===== src/rtl/bpsk_pkg.sv =====
// Shared definitions for the UART-to-BPSK framing path: sync marker,
// frame controller states and error cause encodings.
package bpsk_pkg;

    localparam logic [7:0] SYNC_BYTE_DEFAULT = 8'hA5;

    // Payload length field width; also sets pkt_len and index widths.
    localparam int LEN_W = 5;

    typedef enum logic [2:0] {
        ST_IDLE    = 3'd0,
        ST_LEN     = 3'd1,
        ST_PAYLOAD = 3'd2,
        ST_CHECK   = 3'd3,
        ST_SEND    = 3'd4
    } state_e;

    localparam logic [1:0] ERR_NONE    = 2'd0;
    localparam logic [1:0] ERR_LEN     = 2'd1;
    localparam logic [1:0] ERR_SUM     = 2'd2;
    localparam logic [1:0] ERR_TIMEOUT = 2'd3;

endpackage


===== src/rtl/packet_ram.sv =====
// Payload storage: single synchronous write port, asynchronous read port.
module packet_ram #(
    parameter int DEPTH  = 16,
    parameter int ADDR_W = 4
) (
    input  logic              clk,
    input  logic              wr_en,
    input  logic [ADDR_W-1:0] wr_addr,
    input  logic [7:0]        wr_data,
    input  logic [ADDR_W-1:0] rd_addr,
    output logic [7:0]        rd_data
);

    logic [7:0] mem [DEPTH];

    always_ff @(posedge clk) begin
        if (wr_en) begin
            mem[wr_addr] <= wr_data;
        end
    end

    assign rd_data = mem[rd_addr];

endmodule


===== src/rtl/packet_buffer_ctrl.sv =====
// Frame receiver: collects SYNC/LEN/payload/checksum bytes from a UART
// deserializer, verifies them and streams the payload toward the modulator.
module packet_buffer_ctrl
    import bpsk_pkg::*;
#(
    parameter logic [7:0] SYNC_BYTE      = SYNC_BYTE_DEFAULT,
    parameter int         MAX_LEN        = 16,
    parameter int         TIMEOUT_CYCLES = 50000
) (
    input  logic       clk,
    input  logic       rst,
    input  logic [7:0] uart_word,
    input  logic       uart_ready,
    output logic [7:0] tx_data,
    output logic       tx_valid,
    input  logic       tx_ready,
    output logic       tx_last,
    output logic [4:0] pkt_len,
    output logic       err_pulse,
    output logic [1:0] err_code,
    output logic       busy,
    output logic [2:0] state_dbg
);

    localparam int AW    = (MAX_LEN > 1) ? $clog2(MAX_LEN) : 1;
    localparam int TMO_W = $clog2(TIMEOUT_CYCLES + 1);

    // tx handshake: a byte transfers on a rising clk edge where tx_valid and
    // tx_ready are both high; tx_data/tx_last hold while tx_valid & !tx_ready.

    state_e           state;
    logic             sync_ff1;
    logic             sync_ff2;
    logic             ready_prev;
    logic             byte_stb;
    logic [LEN_W-1:0] len;
    logic [LEN_W-1:0] idx;
    logic [LEN_W-1:0] rd_idx;
    logic [7:0]       sum;
    logic [TMO_W-1:0] tmo_cnt;
    logic             in_frame;
    logic             tmo_hit;
    logic             err_pulse_q;
    logic [1:0]       err_code_q;
    logic             wr_en;
    logic [7:0]       rd_data;
    logic             last_byte;

    assign byte_stb  = sync_ff2 & ~ready_prev;
    assign in_frame  = (state == ST_LEN) || (state == ST_PAYLOAD) || (state == ST_CHECK);
    assign tmo_hit   = in_frame && !byte_stb && (tmo_cnt == TMO_W'(TIMEOUT_CYCLES - 1));
    assign wr_en     = (state == ST_PAYLOAD) && byte_stb;
    assign last_byte = (rd_idx == len - LEN_W'(1));

    packet_ram #(
        .DEPTH (MAX_LEN),
        .ADDR_W(AW)
    ) u_ram (
        .clk    (clk),
        .wr_en  (wr_en),
        .wr_addr(idx[AW-1:0]),
        .wr_data(uart_word),
        .rd_addr(rd_idx[AW-1:0]),
        .rd_data(rd_data)
    );

    // Inter-byte gap counter; only meaningful while a frame is being received.
    always_ff @(posedge clk) begin
        if (rst || !in_frame || byte_stb) begin
            tmo_cnt <= '0;
        end else begin
            tmo_cnt <= tmo_cnt + TMO_W'(1);
        end
    end

    always_ff @(posedge clk) begin
        if (rst) begin
            state       <= ST_IDLE;
            sync_ff1    <= 1'b0;
            sync_ff2    <= 1'b0;
            ready_prev  <= 1'b0;
            len         <= '0;
            idx         <= '0;
            rd_idx      <= '0;
            sum         <= '0;
            err_pulse_q <= 1'b0;
            err_code_q  <= ERR_NONE;
        end else begin
            sync_ff1    <= uart_ready;
            sync_ff2    <= sync_ff1;
            ready_prev  <= sync_ff2;
            err_pulse_q <= 1'b0;
            if (tmo_hit) begin
                state       <= ST_IDLE;
                err_pulse_q <= 1'b1;
                err_code_q  <= ERR_TIMEOUT;
            end else begin
                unique case (state)
                    ST_IDLE: begin
                        if (byte_stb && uart_word == SYNC_BYTE) begin
                            state <= ST_LEN;
                        end
                    end
                    ST_LEN: begin
                        if (byte_stb) begin
                            if (uart_word == 8'd0 || uart_word > 8'(MAX_LEN)) begin
                                state       <= ST_IDLE;
                                err_pulse_q <= 1'b1;
                                err_code_q  <= ERR_LEN;
                            end else begin
                                len   <= uart_word[LEN_W-1:0];
                                sum   <= '0;
                                idx   <= '0;
                                state <= ST_PAYLOAD;
                            end
                        end
                    end
                    ST_PAYLOAD: begin
                        if (byte_stb) begin
                            sum <= sum + uart_word;
                            idx <= idx + LEN_W'(1);
                            if (idx == len - LEN_W'(1)) begin
                                state <= ST_CHECK;
                            end
                        end
                    end
                    ST_CHECK: begin
                        if (byte_stb) begin
                            if (uart_word == sum) begin
                                rd_idx <= '0;
                                state  <= ST_SEND;
                            end else begin
                                state       <= ST_IDLE;
                                err_pulse_q <= 1'b1;
                                err_code_q  <= ERR_SUM;
                            end
                        end
                    end
                    ST_SEND: begin
                        // Incoming bytes are dropped here; only the handshake moves us.
                        if (tx_ready) begin
                            if (last_byte) begin
                                state <= ST_IDLE;
                            end else begin
                                rd_idx <= rd_idx + LEN_W'(1);
                            end
                        end
                    end
                    default: state <= ST_IDLE;
                endcase
            end
        end
    end

    assign tx_valid  = (state == ST_SEND);
    assign tx_data   = tx_valid ? rd_data : 8'h00;
    assign tx_last   = tx_valid && last_byte;
    assign pkt_len   = (state == ST_PAYLOAD || state == ST_CHECK || state == ST_SEND) ? len : 5'd0;
    assign err_pulse = err_pulse_q;
    assign err_code  = err_code_q;
    assign busy      = (state != ST_IDLE);
    assign state_dbg = state;

endmodule


===== config.mk =====
export PLATFORM = sky130hd
export DESIGN_NAME = packet_buffer_ctrl
export DESIGN_NICKNAME = d
export VERILOG_FILES = /design/src/rtl/bpsk_pkg.sv /design/src/rtl/packet_ram.sv /design/src/rtl/packet_buffer_ctrl.sv
export SDC_FILE = /design/constraint.sdc
export NUM_CORES = 1
export LEC_CHECK = 0
export BUFFER_PORTS_ARGS = -buffer_cell sky130_fd_sc_hd__buf_2
export CAP_MARGIN = 20
export CELL_PAD_IN_SITES_DETAIL_PLACEMENT = 2
export CELL_PAD_IN_SITES_GLOBAL_PLACEMENT = 2
export CORE_UTILIZATION = 45
export DETAILED_ROUTE_END_ITERATION = 8
export PLACE_DENSITY = 0.75
export SETUP_SLACK_MARGIN = 0.5
export SLEW_MARGIN = 5
export SYNTH_ARGS = -nofsm -noshare
export SYNTH_HDL_FRONTEND = slang
export SYNTH_SLANG_ARGS = --single-unit

===== constraint.sdc =====
create_clock -name clk -period 2.6 [get_ports clk]
set_clock_uncertainty 0.1 [all_clocks]
set_input_delay 0.26 -clock clk [delete_from_list [all_inputs] [get_ports clk]]
set_output_delay 0.26 -clock clk [all_outputs]
set_load 0.005 [all_outputs]

# After elaboration in Yosys (flattened, before gate mapping)
# Memory sizes are Yosys's and may differ from the RTL's. A register that Yosys moved wholly into a read port is not among the register bits.
# Index checks and enable logic that the tools add are counted.
dict set report totals {
  regBits 48
  latch_bits 0
  mem_bits_rw 128
  romBits 0
  inputBits 12
  output_inout_bits 22
  elab_cells 112
  mem_count 1
}
# memory depth width read_ports rd_ports_with_merged_regs wr line
set memory_table {}
lappend memory_table {u_ram.mem 16 8 1 1 1 packet_ram.sv:14} ;# logic [7:0] mem [DEPTH];
dict set report classes {
  n_addsub 5
  n_mul 0
  n_div 0
  n_lt_le_gt_ge 1
  n_eq_ne 23
  shifts 0
  mux 41
  bitwise 4
  reduce_logical 26
}
# op count
set ops {}
lappend ops {{$mux 5} 8}
lappend ops {{$mux 8} 4}
lappend ops {{$mux 3} 8}
lappend ops {{$pmux 5 s2} 2}
lappend ops {{$add 16x1->16 const B} 1}
lappend ops {{$eq 16x16->1 const B} 1}
lappend ops {{$pmux 8 s2} 1}
lappend ops {{$pmux 3 s5} 1}
lappend ops {{$mux 2} 6}
lappend ops {{$ne 2x2->1 const B} 6}
lappend ops {{$add 5x1->5 const B} 2}
lappend ops {{$eq 5x5->1} 2}
lappend ops {{$reduce_and 5->1} 2}
lappend ops {{$ne 3x3->1 const B} 3}
lappend ops {{$add 8x8->8} 1}
lappend ops {{$eq 8x8->1} 1}
lappend ops {{$eq 8x8->1 const B} 1}
lappend ops {{$gt 8x5->1 const B} 1}
lappend ops {{$logic_not 8->1} 1}
lappend ops {{$mux 4} 2}
lappend ops {{$ne 2x1->1 const B} 4}
lappend ops {{$logic_or 1x1->1} 7}
lappend ops {{$mux 1} 7}
lappend ops {{$reduce_and 7->1} 1}
lappend ops {{17 further kinds} 27}

# Logic depth before layout (Yosys ltp)
dict set report logic_depth {
  word_depth 9
  depth_mapped 8
  mapped_depth_nobuf 8
}

# Cells and area by module
# From an unflattened synthesis, not the netlist that was laid out.
dict set report unflattened {
  hier_cells 539
  area_unflattened_um2 7791.2
}
# module instances cells_each area_per_inst_um2 seq_area_each_um2
set by_module_without_submodules {}
lappend by_module_without_submodules {packet_ram 1 221 4987.3 3843.7}
lappend by_module_without_submodules {packet_buffer_ctrl 1 318 2803.9 960.9}

# Least setup slack after synthesis
# Ideal clock, no wire load.
dict set report synth_path {
  path_type {reg-to-reg}
  start {register state[1] (netlist: state_dbg[1])}
  end {memory u_ram.mem[0][0] (enable)}
  setup_ps 383
  arrival_ps 1892
  required_ps 2117
  slack_ps 224
  stages_incl_launch_ff 7
  path_buffers 2
  period_less_slack_ps 2376
  cell_sequence {dfxtp_1 > buf_4 > or3b_1 > buf_2 > nor2_4 > nand2_1 > nor3_1}
}
dict set report synth_between {
  elab_chain_len 4
}
# item line
set synth_lines {}
lappend synth_lines {{start, declared} packet_buffer_ctrl.sv:31} ;# state_e state;
lappend synth_lines {{start signal, assigned} packet_buffer_ctrl.sv:78} ;# state <= ST_IDLE;
lappend synth_lines {{start signal, assigned} packet_buffer_ctrl.sv:94} ;# state <= ST_IDLE;
lappend synth_lines {{start signal, assigned} packet_buffer_ctrl.sv:101} ;# state <= ST_LEN;
lappend synth_lines {{$eq 3x2->1} packet_buffer_ctrl.sv:52} ;# assign wr_en = (state == ST_PAYLOAD) && byte_stb;
lappend synth_lines {{$logic_and 1x1->1} packet_buffer_ctrl.sv:52}
lappend synth_lines {{$mux 1} packet_ram.sv:17} ;# if (wr_en) begin
lappend synth_lines {{$mux 1 (not written as such)} packet_ram.sv:18} ;# mem[wr_addr] <= wr_data;
lappend synth_lines {{end, declared} packet_ram.sv:14}
# No other way between the ends.

==> impl_metrics.json <==
{
  "grt_overflow": 0,
  "cts.sinks": 180,
  "crit_path_max_incr_delay_ns": 0.55,
  "clk-insertion-delay-late_ns": 0.45,
  "timing_worst_setup_path_type": "flip-flop to primary output",
  "cp_data_arrival_time_ns": 2.47,
  "finalCritPeriodShare_pct": 108.9,
  "h_tree_depth_reported_by_cts": 4,
  "power.leakage_nw": 3.438,
  "design_power_total_w": 0.005834,
  "postLayoutCoreUtil_pct": 58.22,
  "post_synth_inst_count": 517,
  "drv_cap": 0,
  "worst_path_max_delay_cell": "sky130_fd_sc_hd__mux4_2",
  "worst_slew_margin_rel_pct": 50.34,
  "floorplan.initialDensity_pct": 46.73,
  "track_usage_pct": 29.52,
  "antenna_cells": 0,
  "die_height_um": 133.9,
  "count_of_routing_violations_after_the_opening_detailed_route_iteration": 356,
  "clk_pin_slew_ns": 0.08,
  "globalplace.congestion": 0.7746,
  "layout.cell_area.non_filler_um2": 9758,
  "post_dp_cell_area_um2": 8497,
  "critical_path.cell_chain": "buf_6 -> buf_16 -> mux4_2 -> mux4_2 -> and2_4 -> buf_6",
  "area.growth.synth_to_final_pct": 24.60,
  "pnr_worst_setup_slack_ns": -0.2308,
  "finalWirelength_mm": 27.75,
  "boundary_pins": 34,
  "tightest_slew_ns": 0.7448,
  "unrepaired_setup_endpoints_after_global_routing": "true",
  "yosysUniqueCellTypes": 62,
  "synth_sequential_area_ratio_pct": 62.37,
  "grt_max_degree": 33,
  "core_um2": 16760,
  "grt_pass1_vias": 5510,
  "finalSetupViolations": 8,
  "mappedNetlistArea_um2": 7831,
  "synthDominantCellAreaShare_pct": 49.08,
  "worst_setup_path_start_kind": "flip-flop",
  "dr_total_vias": 5187,
  "nNetsFinal": 638,
  "port_buffers": 33,
  "tritoncts.num_buffers": 17,
  "detail_route.vias_per_cell": 6.146,
  "worst_ep_required_time_ns": 2.24,
  "timing.final.max_slew_violations": 0,
  "clock_tree.buffer_depth": 2,
  "min_path_type": "primary input to flip-flop",
  "violated_checks": "negative setup slack",
  "status": "finished, violations left",
  "grt_first_pass_wirelength_mm": 36.84,
  "synth-edff-count": 128,
  "fp.dieArea_um2": 17930,
  "fin_setup_tns_ns": -1.535,
  "worstPathMaxFanout": 8,
  "rows": 47,
  "synth.ff_latch_count": 180,
  "synth_top_flop_cell": "sky130_fd_sc_hd__edfxtp_1",
  "hold_viol_final": 0,
  "first_pass_iters": 5,
  "syn-num-nets": 544,
  "clock_tree_from_tritoncts": "done",
  "p_per_area_nw_per_um2": 597.8,
  "fp.dieW_um": 133.9,
  "shortest_clock_period_the_worst_path_allows_after_layout_ns": 2.831,
  "ant_nets": 0,
  "synthesis.area_per_instance_um2": 15.15,
  "ys_warn_count": 0,
  "max_freq_ghz": 0.3533,
  "final_layout_size_suffix_gt1_share_pct": 40.06,
  "cells_taking_the_most_area_after_synthesis": "sky130_fd_sc_hd__edfxtp_1, sky130_fd_sc_hd__dfxtp_1, sky130_fd_sc_hd__mux4_2, sky130_fd_sc_hd__ha_1, sky130_fd_sc_hd__nor2_1",
  "avgRoutedWirePerCell_um": 32.87,
  "max-vdd-ir-drop_v": 0.0004844,
  "clockRootBuffer": "sky130_fd_sc_hd__clkbuf_16",
  "critical_path.endpoint_type": "primary output",
  "detail_route.drc_violations": 0,
  "share_of_flip_flops_with_an_asynchronous_set_or_reset_pct": 0,
  "antenna_found_initial": 0,
  "hpwl_mm": 15.08,
  "synth_area_leader_cell": "sky130_fd_sc_hd__edfxtp_1"
}
## power by group
part | switching (W) | internal (W)
combinational | 0.000106 | 0.0000381
clock | 0.00124 | 0.00138
sequential | 0.00000325 | 0.00306
## synth_stat cells (all sizes together), types with 3 or more instances
cell / number
a211oi: 6
a21o: 9
a21oi: 15
a22o: 8
and2: 9
and3: 10
buf: 13
clkbuf: 9
dfxtp: 52
edfxtp: 128
ha: 14
inv: 10
mux2i: 7
mux4: 40
nand2: 16
nand2b: 9
nand3: 13
nand3b: 4
nor2: 48
nor2b: 7
nor3: 14
nor4: 4
o211ai: 3
o21ai: 3
or2: 4
xnor2: 19
xor2: 14
## flip-flops by register name (all words and copies together), names as in the netlist, 2 cells and up, named ones only
register and cells:
tmo_cnt 16, u_ram.mem 128, err_code 2, state_dbg 3
rd_idx 5, len 5, sum 8, idx 5
## worst paths after layout
kind	endpoint	slack, ns	cells past startpoint	start
worst max-delay path	tx_data[2]	-0.23	6	flip-flop
worst min-delay path	u_ram.mem[1][6]$_DFFE_PP_	0.12	1	uart_word[6]
worst max register to register	flip-flop	0.29	10	len[1]$_SDFFE_PP0P_
worst min register to register	sync_ff2$_SDFF_PP0_	0.34	1	sync_ff1$_SDFF_PP0_
## layer usage
layer	routed length (µm)	GRT usage (%)
met4	1162	14.33
met3	1378	5.367
met2	14420	50.37
met1	10790	36.18
met5	0	0
## critical path: cells and delay by family (launching register included)
kind / cells / cell delay (ns)
muxes: 2 / 1.04
buffers and inverters: 3 / 0.41
DFF: 1 / 0.40
and+or+nand+nor: 1 / 0.16
## what timing repair did
item / CTS / global route
hold buffers: 1 / 0
gates resized for setup: 55 / 39
setup buffers: 15 / 10
pin swaps: 29 / 25
cloned: 3 / 0
endpoints found under the hold margin: 1 / 0
setup endpoints to repair: 137 / 120
## through the flow
step	setup WS (ns)	hold WS (ns)	instances
detailed placement	0.04403	0.3297	783
global placement	0.2271	0.3276	783
global route	-0.2696	0.1087	844
finish	-0.2308	0.1201	844
CTS	-0.2117	0.1072	834
floorplan	0.4379	0.2589	517
## logic make-up after synthesis
logic type | Yosys count | share of synthesized area, %
xor+xnor | 35 | 4.473
flops | 180 | 62.37
mux | 47 | 12.40
compound gates | 54 | 5.272
buf+inv | 33 | 1.885
fa+ha+maj | 15 | 2.492
simple gates | 153 | 11.10
## cell type report
class / instances / area (µm²)
clock buffers: 21 / 493.0
clock inverters: 11 / 82.58
fillers: 1453 / 7002
inverters: 11 / 41.29
multi-input cells: 304 / 3118
flip-flops and latches: 180 / 4905
well taps: 220 / 275.3
repair buffers: 97 / 843.3
## layout by cell type (no fill, tap or decap), drive strengths merged, types with 4 or more instances in the layout
cell,n
or2,4
xnor2,19
xor2,14
dfxtp,52
nor3,14
nor2,48
and2,9
mux2i,7
a211oi,6
inv,17
nand2,16
buf,96
mux4,40
clkbuf,21
nor4,4
nand3,13
and3,10
a22o,8
a21o,9
clkinv,5
ha,14
nand2b,9
nand3b,4
nor2b,7
edfxtp,128
a21oi,15
No activity file was read; power rests on OpenSTA's default activity.
